File: config.mk
export PLATFORM = sky130hd
export DESIGN_NAME = fp_div_seq
export DESIGN_NICKNAME = d
export VERILOG_FILES = /design/src/rtl/fp_div_seq.sv
export SDC_FILE = /design/constraint.sdc
export NUM_CORES = 1
export LEC_CHECK = 0
export ABC_AREA = 1
export CORE_UTILIZATION = 42
export DETAILED_ROUTE_END_ITERATION = 10
export HOLD_SLACK_MARGIN = 0.02
export PLACE_DENSITY = 0.65
export SLEW_MARGIN = 20
export SYNTH_ARGS = -nofsm -noshare
export SYNTH_HDL_FRONTEND = slang
export SYNTH_SLANG_ARGS = --single-unit
File: constraint.sdc
create_clock -name clk -period 2.01 [get_ports clk]
set_input_delay 0.201 -clock clk [delete_from_list [all_inputs] [get_ports clk]]
set_output_delay 0.201 -clock clk [all_outputs]
set_load 0.03 [all_outputs]
File: src/rtl/fp_div_seq.sv
// Iterative binary32 divider: one restoring-division step per cycle on the
// 24-bit significands, with a start/busy/done handshake and IEEE special cases.
module fp_div_seq #(
  parameter int DATA_WIDTH = 32,
  parameter int QBITS      = 25
) (
  input  logic                  clk,
  input  logic                  rst_n,
  input  logic                  start,
  input  logic [DATA_WIDTH-1:0] a,
  input  logic [DATA_WIDTH-1:0] b,
  output logic                  busy,
  output logic                  done,
  output logic [DATA_WIDTH-1:0] q,
  output logic                  overflow,
  output logic                  underflow,
  output logic                  div_by_zero,
  output logic                  invalid
);

  localparam int                CNT_W    = $clog2(QBITS);
  localparam logic [CNT_W-1:0]  CNT_LAST = CNT_W'(QBITS - 1);
  localparam logic [31:0]       QNAN     = 32'h7FC0_0000;

  typedef enum logic [2:0] {
    S_IDLE,
    S_PREP,
    S_DIV,
    S_NORM,
    S_DONE
  } state_t;

  state_t                   r_state;
  logic [31:0]              r_a;
  logic [31:0]              r_b;
  logic                     r_sign;
  logic signed [9:0]        r_exp;
  logic [QBITS-1:0]         r_rem;
  logic [QBITS-1:0]         r_div;
  logic [QBITS-1:0]         r_quot;
  logic [CNT_W-1:0]         r_cnt;
  logic [31:0]              r_q;
  logic                     r_busy;
  logic                     r_done;
  logic                     r_ovf;
  logic                     r_udf;
  logic                     r_dbz;
  logic                     r_inv;

  function automatic logic f_is_zero(input logic [31:0] x);
    return x[30:23] == 8'h00;
  endfunction

  function automatic logic f_is_inf(input logic [31:0] x);
    return (x[30:23] == 8'hFF) && (x[22:0] == 23'd0);
  endfunction

  function automatic logic f_is_nan(input logic [31:0] x);
    return (x[30:23] == 8'hFF) && (x[22:0] != 23'd0);
  endfunction

  // Truncating normalisation: the quotient lies in (0.5, 2), so at most one
  // position of left shift is ever needed.
  function automatic logic [22:0] f_trunc_frac(input logic [24:0] quot);
    return quot[24] ? quot[23:1] : quot[22:0];
  endfunction

  function automatic logic signed [9:0] f_norm_exp(input logic signed [9:0] e,
                                                   input logic            msb);
    return msb ? (e + 10'sd127) : (e + 10'sd126);
  endfunction

  logic                     w_sign;
  logic                     w_a_zero;
  logic                     w_b_zero;
  logic                     w_a_inf;
  logic                     w_b_inf;
  logic                     w_a_nan;
  logic                     w_b_nan;
  logic signed [9:0]        w_exp_diff;
  logic                     w_ge;
  logic [QBITS-1:0]         w_diff;
  logic [QBITS-1:0]         w_sel;
  logic [QBITS-1:0]         w_rem_nx;
  logic signed [9:0]        w_e_norm;
  logic [22:0]              w_frac;

  always_comb begin
    w_sign     = r_a[31] ^ r_b[31];
    w_a_zero   = f_is_zero(r_a);
    w_b_zero   = f_is_zero(r_b);
    w_a_inf    = f_is_inf(r_a);
    w_b_inf    = f_is_inf(r_b);
    w_a_nan    = f_is_nan(r_a);
    w_b_nan    = f_is_nan(r_b);
    w_exp_diff = $signed({2'b00, r_a[30:23]}) - $signed({2'b00, r_b[30:23]});
    w_ge       = r_rem >= r_div;
    w_diff     = r_rem - r_div;
    w_sel      = w_ge ? w_diff : r_rem;
    w_rem_nx   = w_sel << 1;
    w_e_norm   = f_norm_exp(r_exp, r_quot[24]);
    w_frac     = f_trunc_frac(r_quot);
  end

  always_ff @(posedge clk or negedge rst_n) begin
    if (!rst_n) begin
      r_state <= S_IDLE;
      r_a     <= '0;
      r_b     <= '0;
      r_sign  <= 1'b0;
      r_exp   <= '0;
      r_rem   <= '0;
      r_div   <= '0;
      r_quot  <= '0;
      r_cnt   <= '0;
      r_q     <= '0;
      r_busy  <= 1'b0;
      r_done  <= 1'b0;
      r_ovf   <= 1'b0;
      r_udf   <= 1'b0;
      r_dbz   <= 1'b0;
      r_inv   <= 1'b0;
    end else begin
      case (r_state)
        S_IDLE: begin
          // busy stays up through the done cycle, so it falls with done
          r_done <= 1'b0;
          if (start) begin
            r_a     <= a;
            r_b     <= b;
            r_busy  <= 1'b1;
            r_state <= S_PREP;
          end else begin
            r_busy  <= 1'b0;
          end
        end

        S_PREP: begin
          r_sign <= w_sign;
          r_q    <= '0;
          r_ovf  <= 1'b0;
          r_udf  <= 1'b0;
          r_dbz  <= 1'b0;
          r_inv  <= 1'b0;
          if (w_a_nan || w_b_nan || (w_a_zero && w_b_zero) || (w_a_inf && w_b_inf)) begin
            r_q     <= QNAN;
            r_inv   <= 1'b1;
            r_state <= S_DONE;
          end else if (w_b_zero) begin
            r_q     <= {w_sign, 8'hFF, 23'd0};
            r_dbz   <= 1'b1;
            r_state <= S_DONE;
          end else if (w_a_inf) begin
            r_q     <= {w_sign, 8'hFF, 23'd0};
            r_state <= S_DONE;
          end else if (w_a_zero || w_b_inf) begin
            r_q     <= {w_sign, 31'd0};
            r_state <= S_DONE;
          end else begin
            r_rem   <= {2'b01, r_a[22:0]};
            r_div   <= {2'b01, r_b[22:0]};
            r_quot  <= '0;
            r_exp   <= w_exp_diff;
            r_cnt   <= CNT_LAST;
            r_state <= S_DIV;
          end
        end

        S_DIV: begin
          r_rem  <= w_rem_nx;
          r_quot <= {r_quot[QBITS-2:0], w_ge};
          if (r_cnt == '0) begin
            r_state <= S_NORM;
          end else begin
            r_cnt   <= r_cnt - 1'b1;
          end
        end

        S_NORM: begin
          if (w_e_norm >= 10'sd255) begin
            r_q   <= {r_sign, 8'hFF, 23'd0};
            r_ovf <= 1'b1;
          end else if (w_e_norm <= 10'sd0) begin
            r_q   <= {r_sign, 31'd0};
            r_udf <= 1'b1;
          end else begin
            r_q   <= {r_sign, w_e_norm[7:0], w_frac};
          end
          r_state <= S_DONE;
        end

        S_DONE: begin
          r_done  <= 1'b1;
          r_state <= S_IDLE;
        end

        default: begin
          r_state <= S_IDLE;
        end
      endcase
    end
  end

  assign busy        = r_busy;
  assign done        = r_done;
  assign q           = r_q;
  assign overflow    = r_ovf;
  assign underflow   = r_udf;
  assign div_by_zero = r_dbz;
  assign invalid     = r_inv;

endmodule

==> results.md <==
* Cell leakage power at around 0.0075 uW
* Outcome: complete, but fails checks
* Wire per inst at approximately 16 um
* Total iterations of the first detailed-routing run at 6
* Met1 Use GR at about a third
* Startpoint types: register
* FP Rows at between 50 and 60
* Warnings from Yosys at 0
* Setup_tns at -2.73 ns
* Worst path arrival time at roughly 2.5 ns
* CP max-delay cell: dfrtp_1
* DP HPWL at around 23000 um
* Initial Util at a little over two fifths
* Avg Synthesized Cell Area at between 7 and 8 um2
* Largest net degree at the start of global routing at 53
* Fin worst setup slack at -0.106 ns
* Antenna viol nets, final at 0
* Reg2Reg Capture Point: r_rem[17]
* Vias in the first global route at ~9900
* Crit-path max cell delay at between 0.3 and 0.4 ns
* Gr busiest metal: met2
* Tcrit/Tclk final at 105%
* RR Startpoint: r_div[3]
* Final setup fails at 44
* Final Max Tran Viols at 0
* Die Y at between 150 and 200 um
* Sequential fraction of the synthesis area at between 40% and 50%
* Worst setup EP type: register
* Via/cell ratio at slightly above 5
* Reg-to-reg setup timing slack at -0.11 ns
* Core area at about 26000 um2
* Final Critical Period at approximately 2.1 ns
* Critical path origin: r_div[3]
* Antenna fix cells at 0
* M3 GR Usage at roughly 3.5%
* Worst skew pair latency at about 0.45 ns
* Global placer's final weighted congestion at 0.935
* CTS buffer count at 17
* Die area at around 27000 um2
* Worst vdd ir at between 0.9 and 1 mV
* Cell area after placement at roughly 13000 um2
* CTS root buf: clkbuf_16
* RSZ-0062 raised after global routing: yes
* Post-route cell area at roughly 16000 um2
* Mapped Area at about 11000 um2
* Nets at around 1800
* Met2 Resource Use GR at 37.9%
* DIE WIDTH at between 150 and 200 um
* Final WL at around 32000 um
* Clock Skew at ~0.019 ns
* Clock tree buffer depth at 2
* Worst slew pin tran at 0.463 ns
* Cell variety after synth at 43
* Crit Path Max Fanout at 7
* Total power at a little over 30000 uW
* First-pass GRT wire length at 49800 um
* Failing checks: negative setup slack
* Initial antenna violation count at 0
* Net Count, Synth at roughly 1600
* CP Cell Sequence: inv_1 > ha_4 > nand2_2 > inv_1 > nand2_1 > nand2_1 > nand2_2 > nand3_4 > nand2_4 > nand3_4 > clkbuf_16 > nand2_2 > nand3_2 > a21oi_1
* Drt drc at 0
* H-Tree Depth at 4
* Required @ worst endpoint at about 2.4 ns
* Reg clk slew, reported paths at ~0.090 ns
* Area growth syn-to-layout at 39.7%
* Critical Path Sink: r_rem[17]
* IO Count at 105
* CTS tree: yes
* Tightest Hold Check Type: input pin to async pin
* Top cell by count, worst path: nand2_2
* DR iter-0 viols at 776
* Slew margin rel. at just under 70%
* Worst path top cell family by delay: simple AND/OR/NAND/NOR gates
* Gr ovfl total at 0
* Vias at 10500
* GR Util All Layers at about a quarter
* Power per cell area at 1990 nW/um2
* #FFs+latches synth at 194
* Layout cells sized above 1 at between 20 and 30%
* WP depth at 14
* Clock sink count at roughly 190
* Worst setup path class: register to register
* CP bufs+invs at 3
* Fin. Hold Viols at 0
* Max Clock Freq at between 0.4 and 0.5 GHz
* Syn Inst Count at 1500
* I/O Buffers at 104
* Worst r2r path cells at 14
* Maxcap violations at 0
[worst register-to-register path: cells and delay by family, from the launching register on]
family / cells / cell delay [ns]
AOI/OAI and AO/OA: 1 / 0.13
adders and majority gates: 1 / 0.21
buffers and inverters: 3 / 0.41
DFF: 1 / 0.39
and+or+nand+nor: 9 / 0.90
[cell usage in the layout, fill, tap and decap left out, types with 5 or more instances in the layout]
cell,count
inv_1,201
dfrtp_1,187
nor2_4,17
ha_1,11
nand3_1,41
nand3_2,24
nor2_1,182
nor3_1,5
or2_2,5
nor2_2,29
buf_4,138
mux2_2,9
dfrtp_2,7
nand3b_1,11
nand4_1,42
ha_4,25
a21oi_1,79
xor2_1,8
nand2_1,285
xnor2_1,8
clkbuf_16,21
buf_12,13
buf_6,10
o21ai_2,23
nand3_4,7
o21ai_0,50
inv_2,31
clkdlybuf4s50_1,103
nand2_2,58
a21oi_2,17
o21ai_1,19
nand2_4,17
o22ai_1,24
[final cells by class]
| type | count | area (um2) |
|---|---|---|
| clock buffer | 17 | 425 |
| clock inverter | 15 | 183 |
| fill | 2352 | 10500 |
| inverter | 234 | 886 |
| multi-input combinational | 1017 | 6170 |
| sequential | 194 | 4860 |
| tap | 335 | 419 |
| timing repair buffer | 273 | 2630 |
[layer usage]
metal	part of all wire (%)	routed length, um	vias to the layer above
met5	0	0	-
met4	1.8	587	0
met3	4.3	1380	47
met2	47	15200	263
met1	47	15200	4994
li1	-	-	5219
[what timing repair did]
item,in CTS,in global routing
setup endpoints to repair,108,120
buffers inserted,10,16
hold endpoints to repair,48,0
hold buffers,1,0
gates resized for setup,80,213
pin swaps,14,74
cloned,2,4
[power breakdown]
| group | leakage, uW | switching (uW) | internal [uW] |
|---|---|---|---|
| Combinational | 0.00485 | 11600 | 9350 |
| Sequential | 0.00233 | 1130 | 5450 |
| Clock | 0.000297 | 1800 | 1700 |
[cell usage after synthesis (all sizes together)]
cell,number,area (um2)
ha,37,463
o22ai,24,150
mux2,9,101
inv,234,878
or2,6,37.5
xor2,8,70.1
nand3b,12,93.8
nand3,72,383
fa,2,40.0
xnor2,9,78.8
and2,2,15.0
clkbuf,24,90.1
nand4,42,263
o211ai,1,7.51
o311ai,1,8.76
nor3,6,35.0
a21oi,100,512
dfrtp,194,4850
a31oi,1,6.26
nor2,229,903
nand2,360,1380
o21ai,92,536
o21bai,2,15.0
buf,31,214
o31ai,1,7.51
o211a,1,10.0
[logic make-up (layout without fill, tap and decap cells)]
logic type,count (synthesis),after routing,share of synthesized area [%]
AO/OA/AOI/OAI,223,223,11.2
XOR/XNOR,17,17,1.34
adder cells (fa/ha/maj),39,39,4.51
AND/OR/NAND/NOR,729,729,27.9
flip-flops,194,194,43.5
buffers and inverters,289,539,10.6
multiplexers,9,9,0.909
[stage by stage]
stage / hold slack, ns / setup WS (ns) / instances / utilization (%)
2_1_floorplan: -0.0946 / 0.0865 / 1500 / -
5_1_grt: 0.305 / -0.243 / 2085 / 59.8
3_5_place_dp: 0.204 / -0.184 / 2021 / 51.8
6_report: 0.270 / -0.106 / 2085 / 59.8
3_3_place_gp: 0.203 / -0.175 / 2021 / 51.8
4_1_cts: 0.281 / -0.0830 / 2066 / 56.1
[worst min path at each step]
stage,from,endpoint,cells after the start
finish,rst_n,r_b[9],2
global route,rst_n,r_b[9],2
CTS,rst_n,r_b[9],2
detailed placement,rst_n,r_b[9],1
global placement,rst_n,r_b[9],1
floorplan,rst_n,busy,0
[sequential cells by signal (all words and copies together) (netlist names), 3 cells and up]
register,flops
r_cnt,5
r_state,3
r_b,32
q,32
r_a,32
r_rem,25
r_exp,9
r_div,24
r_quot,25
(Power assumes the default switching activity.)
